**src/rtl/serial_add_sequencer.sv**
```systemverilog
// Operand FIFO plus single-op issue FSM in front of serial_adder: one start pulse per pair,
// result held on a valid/ready port. Optional WAIT timeout is built when SEQ_TIMEOUT_EN is defined.
module serial_add_sequencer #(
  parameter int WIDTH   = 16,
  parameter int DEPTH   = 4,
  parameter int TIMEOUT = 64
) (
  input  logic                     clk,
  input  logic                     reset,
  input  logic                     in_valid,
  output logic                     in_ready,
  input  logic [WIDTH-1:0]         in_a,
  input  logic [WIDTH-1:0]         in_b,
  output logic                     add_start,
  output logic [WIDTH-1:0]         add_a,
  output logic [WIDTH-1:0]         add_b,
  input  logic [WIDTH-1:0]         add_sum,
  input  logic                     add_done,
  output logic                     res_valid,
  input  logic                     res_ready,
  output logic [WIDTH-1:0]         res_sum,
  output logic [$clog2(DEPTH):0]   fifo_count,
  output logic                     busy,
  output logic                     timeout_err,
  output logic [1:0]               dbg_state
);

  // Both ports use valid/ready: a transfer happens on a rising edge where valid and ready
  // are both 1; valid and data stay stable until that edge, and ready never depends on valid.

  localparam int AW = $clog2(DEPTH);
  localparam int PW = AW + 1;

  typedef enum logic [1:0] {
    IDLE  = 2'd0,
    ISSUE = 2'd1,
    WAIT  = 2'd2,
    HOLD  = 2'd3
  } state_t;

  state_t              state;
  logic [2*WIDTH-1:0]  mem [DEPTH];
  logic [PW-1:0]       wr_ptr;
  logic [PW-1:0]       rd_ptr;
  logic                full;
  logic                empty;
  logic                push;
  logic                pop;
  logic [2*WIDTH-1:0]  head;
  logic                done_q;
  logic                done_rise;

  // The extra pointer bit distinguishes full from empty when the index bits match.
  assign full       = (wr_ptr[PW-1] != rd_ptr[PW-1]) && (wr_ptr[AW-1:0] == rd_ptr[AW-1:0]);
  assign empty      = (wr_ptr == rd_ptr);
  assign in_ready   = !full;
  assign push       = in_valid && in_ready;
  assign pop        = (state == ISSUE);
  assign head       = mem[rd_ptr[AW-1:0]];
  assign fifo_count = wr_ptr - rd_ptr;
  assign busy       = (state != IDLE);
  assign dbg_state  = state;
  assign done_rise  = add_done && !done_q;

  always_ff @(posedge clk) begin
    if (push) begin
      mem[wr_ptr[AW-1:0]] <= {in_a, in_b};
    end
  end

  always_ff @(posedge clk or negedge reset) begin
    if (!reset) begin
      wr_ptr <= '0;
      rd_ptr <= '0;
    end else begin
      if (push) begin
        wr_ptr <= wr_ptr + 1'b1;
      end
      if (pop) begin
        rd_ptr <= rd_ptr + 1'b1;
      end
    end
  end

`ifdef SEQ_TIMEOUT_EN
  localparam int CW = $clog2(TIMEOUT + 1);
  logic [CW-1:0] wait_cnt;
`else
  logic unused_timeout;
  assign unused_timeout = (TIMEOUT == 0);
  assign timeout_err    = 1'b0;
`endif

  always_ff @(posedge clk or negedge reset) begin
    if (!reset) begin
      state     <= IDLE;
      add_start <= 1'b0;
      add_a     <= '0;
      add_b     <= '0;
      res_valid <= 1'b0;
      res_sum   <= '0;
      done_q    <= 1'b0;
`ifdef SEQ_TIMEOUT_EN
      wait_cnt    <= '0;
      timeout_err <= 1'b0;
`endif
    end else begin
      done_q    <= add_done;
      add_start <= 1'b0;
      case (state)
        IDLE: begin
          // Operands are registered on entry so they are valid alongside the start pulse.
          if (!empty) begin
            state     <= ISSUE;
            add_start <= 1'b1;
            add_a     <= head[2*WIDTH-1:WIDTH];
            add_b     <= head[WIDTH-1:0];
          end
        end
        ISSUE: begin
          state <= WAIT;
`ifdef SEQ_TIMEOUT_EN
          wait_cnt <= '0;
`endif
        end
        WAIT: begin
          if (done_rise) begin
            res_sum   <= add_sum;
            res_valid <= 1'b1;
            state     <= HOLD;
          end
`ifdef SEQ_TIMEOUT_EN
          else if (wait_cnt == CW'(TIMEOUT - 1)) begin
            res_sum     <= '0;
            res_valid   <= 1'b1;
            timeout_err <= 1'b1;
            state       <= HOLD;
          end else begin
            wait_cnt <= wait_cnt + 1'b1;
          end
`endif
        end
        HOLD: begin
          if (res_ready) begin
            res_valid <= 1'b0;
            state     <= IDLE;
          end
        end
        default: state <= IDLE;
      endcase
    end
  end

endmodule

```
**config.mk**
```make
export PLATFORM = sky130hd
export DESIGN_NAME = serial_add_sequencer
export DESIGN_NICKNAME = d
export VERILOG_FILES = /design/src/rtl/serial_add_sequencer.sv
export SDC_FILE = /design/constraint.sdc
export NUM_CORES = 1
export LEC_CHECK = 0
export ABC_AREA = 1
export BUFFER_PORTS_ARGS = -buffer_cell sky130_fd_sc_hd__buf_4
export CORE_MARGIN = 2
export CORE_UTILIZATION = 45
export DETAILED_ROUTE_END_ITERATION = 6
export GPL_ROUTABILITY_DRIVEN = 0
export PLACE_DENSITY = 0.65
export SYNTH_ARGS = -nofsm -noshare
export SYNTH_HDL_FRONTEND = slang
export SYNTH_SLANG_ARGS = --single-unit
```
**constraint.sdc**
```tcl
create_clock -name clk -period 4.75 [get_ports clk]
set_clock_uncertainty 0.1 [all_clocks]
set_input_delay 0.2375 -clock clk [delete_from_list [all_inputs] [get_ports clk]]
set_output_delay 0.2375 -clock clk [all_outputs]
set_load 0.005 [all_outputs]
```
# Word-level counts from Yosys, hierarchy flattened
# Memories as Yosys holds them, arrays and structs flattened. A register that Yosys moved wholly into a read port is not among the register bits.
# Index checks and enable logic that the tools add are counted.
# word_totals
regBits,27
ramBits,128
wordCells,45
n_memories,1
output_inout_bits,58
# memory_table
memory,depth,word_bits,read_ports,rd_clocked_by_memory_dff,wr,line,source
mem,4,32,1,1,1,42,logic [2*WIDTH-1:0] mem [DEPTH];
# op_classes
n_mux,11
n_addsub,3
bitwise_logic,1
n_eq_ne,9
n_reduce_logical,13
# ops
cell,count
2-bit one-hot mux with 4 select lines,1
"3-bit by 1-bit adder with 3-bit output, second input constant",2
1-bit two-way mux,6
2-bit two-way mux,3
"2-bit != test, second input constant",3
3-bit AND reduction,2
"2-bit equality test, second input constant",2
2-bit AND reduction,2
2-bit nonzero test,2
3-bit equality test,1
1-bit logical AND,3
1-bit zero test,3
3-bit subtractor,1
"2-bit by 1-bit equality test with 1-bit output, second input constant",1
2-bit equality test,1
2-bit zero test,1
1-bit one-hot mux with 2 select lines,1
1-bit != test,1
1-bit NOT,1

# Longest topological paths before layout
# depth
word_depth,6
ltp_mapped,11
mapped_depth_nobuf,9

# Least setup slack after synthesis
# OpenSTA, ideal clock, no wires.
# synth_path
path_kind,flip-flop to flip-flop
startpoint,register rd_ptr[1]
endpoint,memory mem[0][0] in the netlist's numbering (enable)
slack_ns,1.454
path_buffers,1
required_time_ns,4.229
t_arrival_ns,2.774
stages_incl_launch_ff,9
setup_time_ns,0.421
cell_sequence,dfrtp_1 -> inv_2 -> buf_2 -> ha_1 -> nand2_1 -> inv_1 -> nand3_1 -> nand2_1 -> nor2_1
# synth_between
elab_chain_cells,6
# synth_lines
item,line,source
from (decl),44,logic [PW-1:0] rd_ptr;
from (signal assigned),80,rd_ptr <= rd_ptr + 1'b1;
2-bit equality test,54,assign full = (wr_ptr[PW-1] != rd_ptr[PW-1]) && (wr_ptr[AW-1:0] == rd_ptr[AW-1:0]);
1-bit logical AND,54,
1-bit zero test,56,assign in_ready = !full;
via in_ready,11,"output logic in_ready,"
1-bit logical AND,57,assign push = in_valid && in_ready;
1-bit two-way mux,66,if (push) begin
1-bit two-way mux (not written as such),67,"mem[wr_ptr[AW-1:0]] <= {in_a, in_b};"
to (decl),42,
# The timed path passes the listed nets, and every way through them passes these cells.

# Final worst setup path
# layout_path
startpoint,register rd_ptr[1]
endpoint,memory mem[1][13] in the netlist's numbering (enable)
# layout_between
elab_chain_cells,6
# layout_lines
item,line
2-bit equality test,54
1-bit logical AND,54
1-bit zero test,56
1-bit logical AND,57
1-bit two-way mux,66
1-bit two-way mux (not written as such),67
# No other way between the ends.

==> out/results.ini <==
[outcome]
outcome=complete, no violations

[power_and_ir_drop]
switchingPower_mw=2.221
clockPowerShare=0.221
p_comb_frac=0.363
netSwitchingFraction=0.3634
power.density_nw_per_um2=618.0
p_int_mw=3.890
peakVddDrop_mv=0.3612
total_power_mw=6.111
p_leak_nw=4.645
pwr-share-seq=0.415

[worst_setup_path]
crit_family=simple AND/OR/NAND/NOR gates
cp_slowest_cell=nor2_4
critPathBufInv=2
required_ns=4.69
cp_common_cell=nand2_1
crit_fanout=35
start_kind=flop
critPathCaptureType=flop
crit_chain=inv_2 > ha_1 > nand2_1 > inv_1 > nand3_1 > nand2_1 > nor2_4
reg2reg_slack_ns=1.55
max_stage_delay_ns=0.88
path_class=flop to flop
crit_arrival_ns=3.14

[yosys]
ys_seq_elements=187
syn_inst=790
ys_warn_count=0
yosysTopAreaCellShare=0.4892
syn_nets=855
synth_seq_area_share=0.6772
ys_types=24
syn_area_sq_um=7856
postSynthAreaPerCell_sq_um=9.945
synth.area.top_cells=edfxtp_1 (49%), dfrtp_1 (19%), nand2_1 (15%), nor2_1 (6.3%), inv_1 (3.9%)
yosysTopAreaCell=edfxtp_1

[timing]
setup_viol=0
hold_viol_final=0
maxClockFrequency_mhz=312.8
relSlewSlack=0.3125
rsz0062_at_grt=no
timing.final.crit_share=0.6731
tightest_slew_ns=1.029
fin_tns_setup_ns=0
maxSlewViolCount=0
finalCriticalPeriod_ns=3.197

[cells_and_area]
diodes=0
instances_no_fill=1180
n_fill_cell=1463
fin_area_sq_um=9889
mostFrequentLayoutCells=nand2_1 (317), edfxtp_1 (128), nor2_1 (127), buf_4 (111), inv_1 (82)
area_growth_pct=25.88
drive_gt1_frac=0.1707
finalCoreUtilization=0.5758
layout_commonest_cell=nand2_1
nets=1007

[floorplan]
rows=48
die_area_sq_um=18530
start_util=0.4574
pin_count=111
core_area_sq_um=17180
fp.dieW_um=136.1
die_height_um=136.1

[cts]
clkSinkCount=187
ctsLongestPathBuffers=2
clock-root-buffer=clkbuf_16
numCtsBuffers=17
post-cts-setup-buffers=0
clk_latency_ns=0.42
cts.reportedPaths.clkPinSlew_ns=0.07
cts_htree_levels=4
cts_tree=done
ctsResizeCount=0

[route]
drc=0
route.antenna.remaining_nets=0
routed_wl_um=15300
dr.first_iter.drc_count=280
via_count=5276
drtPass1Iterations=4
vias_per_cell=4.471
wl_per_cell_um=12.96

[place]
portBuffers=109
place_hpwl_um=9128
dp.cells=1097
place_area_sq_um=8817

[global_route]
grt_max_degree=71
gr-usage-met2=0.3026
busiest_layer=met2
grt_pass1_vias=5063
grt_pass1_wl_um=24610
grt_use_met3=0.04027
grt_remaining_overflow=0
grt_util_all_layers=0.1738
antenna_found_initial=0
use_met1=0.2130

[min_path]
min_path_type=input port to flop

[flow_run]
maxCapViolations=0

[per-layer routing]
layer | up-vias | wire, um
li1 | 2737 | -
met1 | 2416 | 6928
met2 | 107 | 7525
met3 | 16 | 651
met4 | 0 | 191
met5 | - | 0
[repair_timing]
action | in CTS | in global routing
setup endpoints to repair | 0 | 0
endpoints found under the hold margin | 206 | 0
hold buffers | 51 | 0
[flip-flops by register name, summed over array words and instances, names as in the netlist]
| name | flops |
|---|---|
| add_start | 1 |
| res_valid | 1 |
| rd_ptr | 3 |
| wr_ptr | 3 |
| add_b | 16 |
| mem | 128 |
| done_q | 1 |
| res_sum | 16 |
| dbg_state | 2 |
| add_a | 16 |
[area by class of cell]
type / count / area (sq um) / area share
Clock buffer: 17 / 425.4 / 0.04302
Clock inverter: 15 / 136.4 / 0.01379
Inverter: 85 / 324.1 / 0.03277
Multi-Input combinational cell: 489 / 2054 / 0.2077
Sequential cell: 187 / 5324 / 0.5383
Tap cell: 225 / 281.5 / 0.02847
Timing Repair Buffer: 162 / 1344 / 0.1359
[through the flow]
stage / hold WS, ns / worst slack, ns
finish: 0.1718 / 1.553
global route: 0.2097 / 1.262
CTS: 0.1426 / 1.492
detailed placement: 0.2756 / 1.494
global placement: 0.2712 / 1.534
floorplan: -0.1581 / 1.454
[path summary, 6_finish.rpt]
check | start | to | cells past startpoint
hold / removal | res_ready | dbg_state[1] | 5
setup / recovery | rd_ptr[1] | mem[1][13] | 7
max in group asynchronous | reset | rd_ptr[0] | 2
hold reg to reg | add_b[10] | add_b[10] | 2
setup reg to reg | rd_ptr[1] | mem[1][13] | 7
min in group asynchronous | reset | dbg_state[0] | 2
[cells by family after synthesis]
kind of cell / Yosys count / synth area share
xor+xnor: 4 / 0.004460
compound gates: 4 / 0.002547
fa+ha+maj: 12 / 0.02007
other cells: 1 / 0.0004773
flops: 187 / 0.6772
simple gates: 468 / 0.2301
buf+inv: 114 / 0.06514
[worst min-delay path, stage by stage]
cell and delay [ns]:
buf_4 0.11, nor2_1 0.09, a21oi_1 0.08, nand3_1 0.09, nand2_1 0.05
[cell usage after synthesis]
library cell / instances
nand2_1: 317
nor2_1: 131
edfxtp_1: 128
inv_1: 82
dfrtp_1: 59
buf_2: 14
nand2_2: 12
ha_1: 11
buf_4: 8
nand3_1: 6
clkbuf_1: 4
o21ai_0: 3
buf_6: 2
xnor2_1: 2
xor2_1: 2
a21oi_1: 1
buf_12: 1
clkinv_1: 1
conb_1: 1
fa_1: 1
inv_2: 1
inv_6: 1
nand2_4: 1
nand3_2: 1
[power groups by stage]
stage	combinational [mW]	sequential, mW	clock [mW]
floorplan	1.52	2.50	0
global placement	2.18	2.56	0
detailed placement	2.24	2.57	0
CTS	2.28	2.54	1.38
global route	2.56	2.59	1.46
finish	2.22	2.54	1.35
Power figures use the tool's default switching activity.
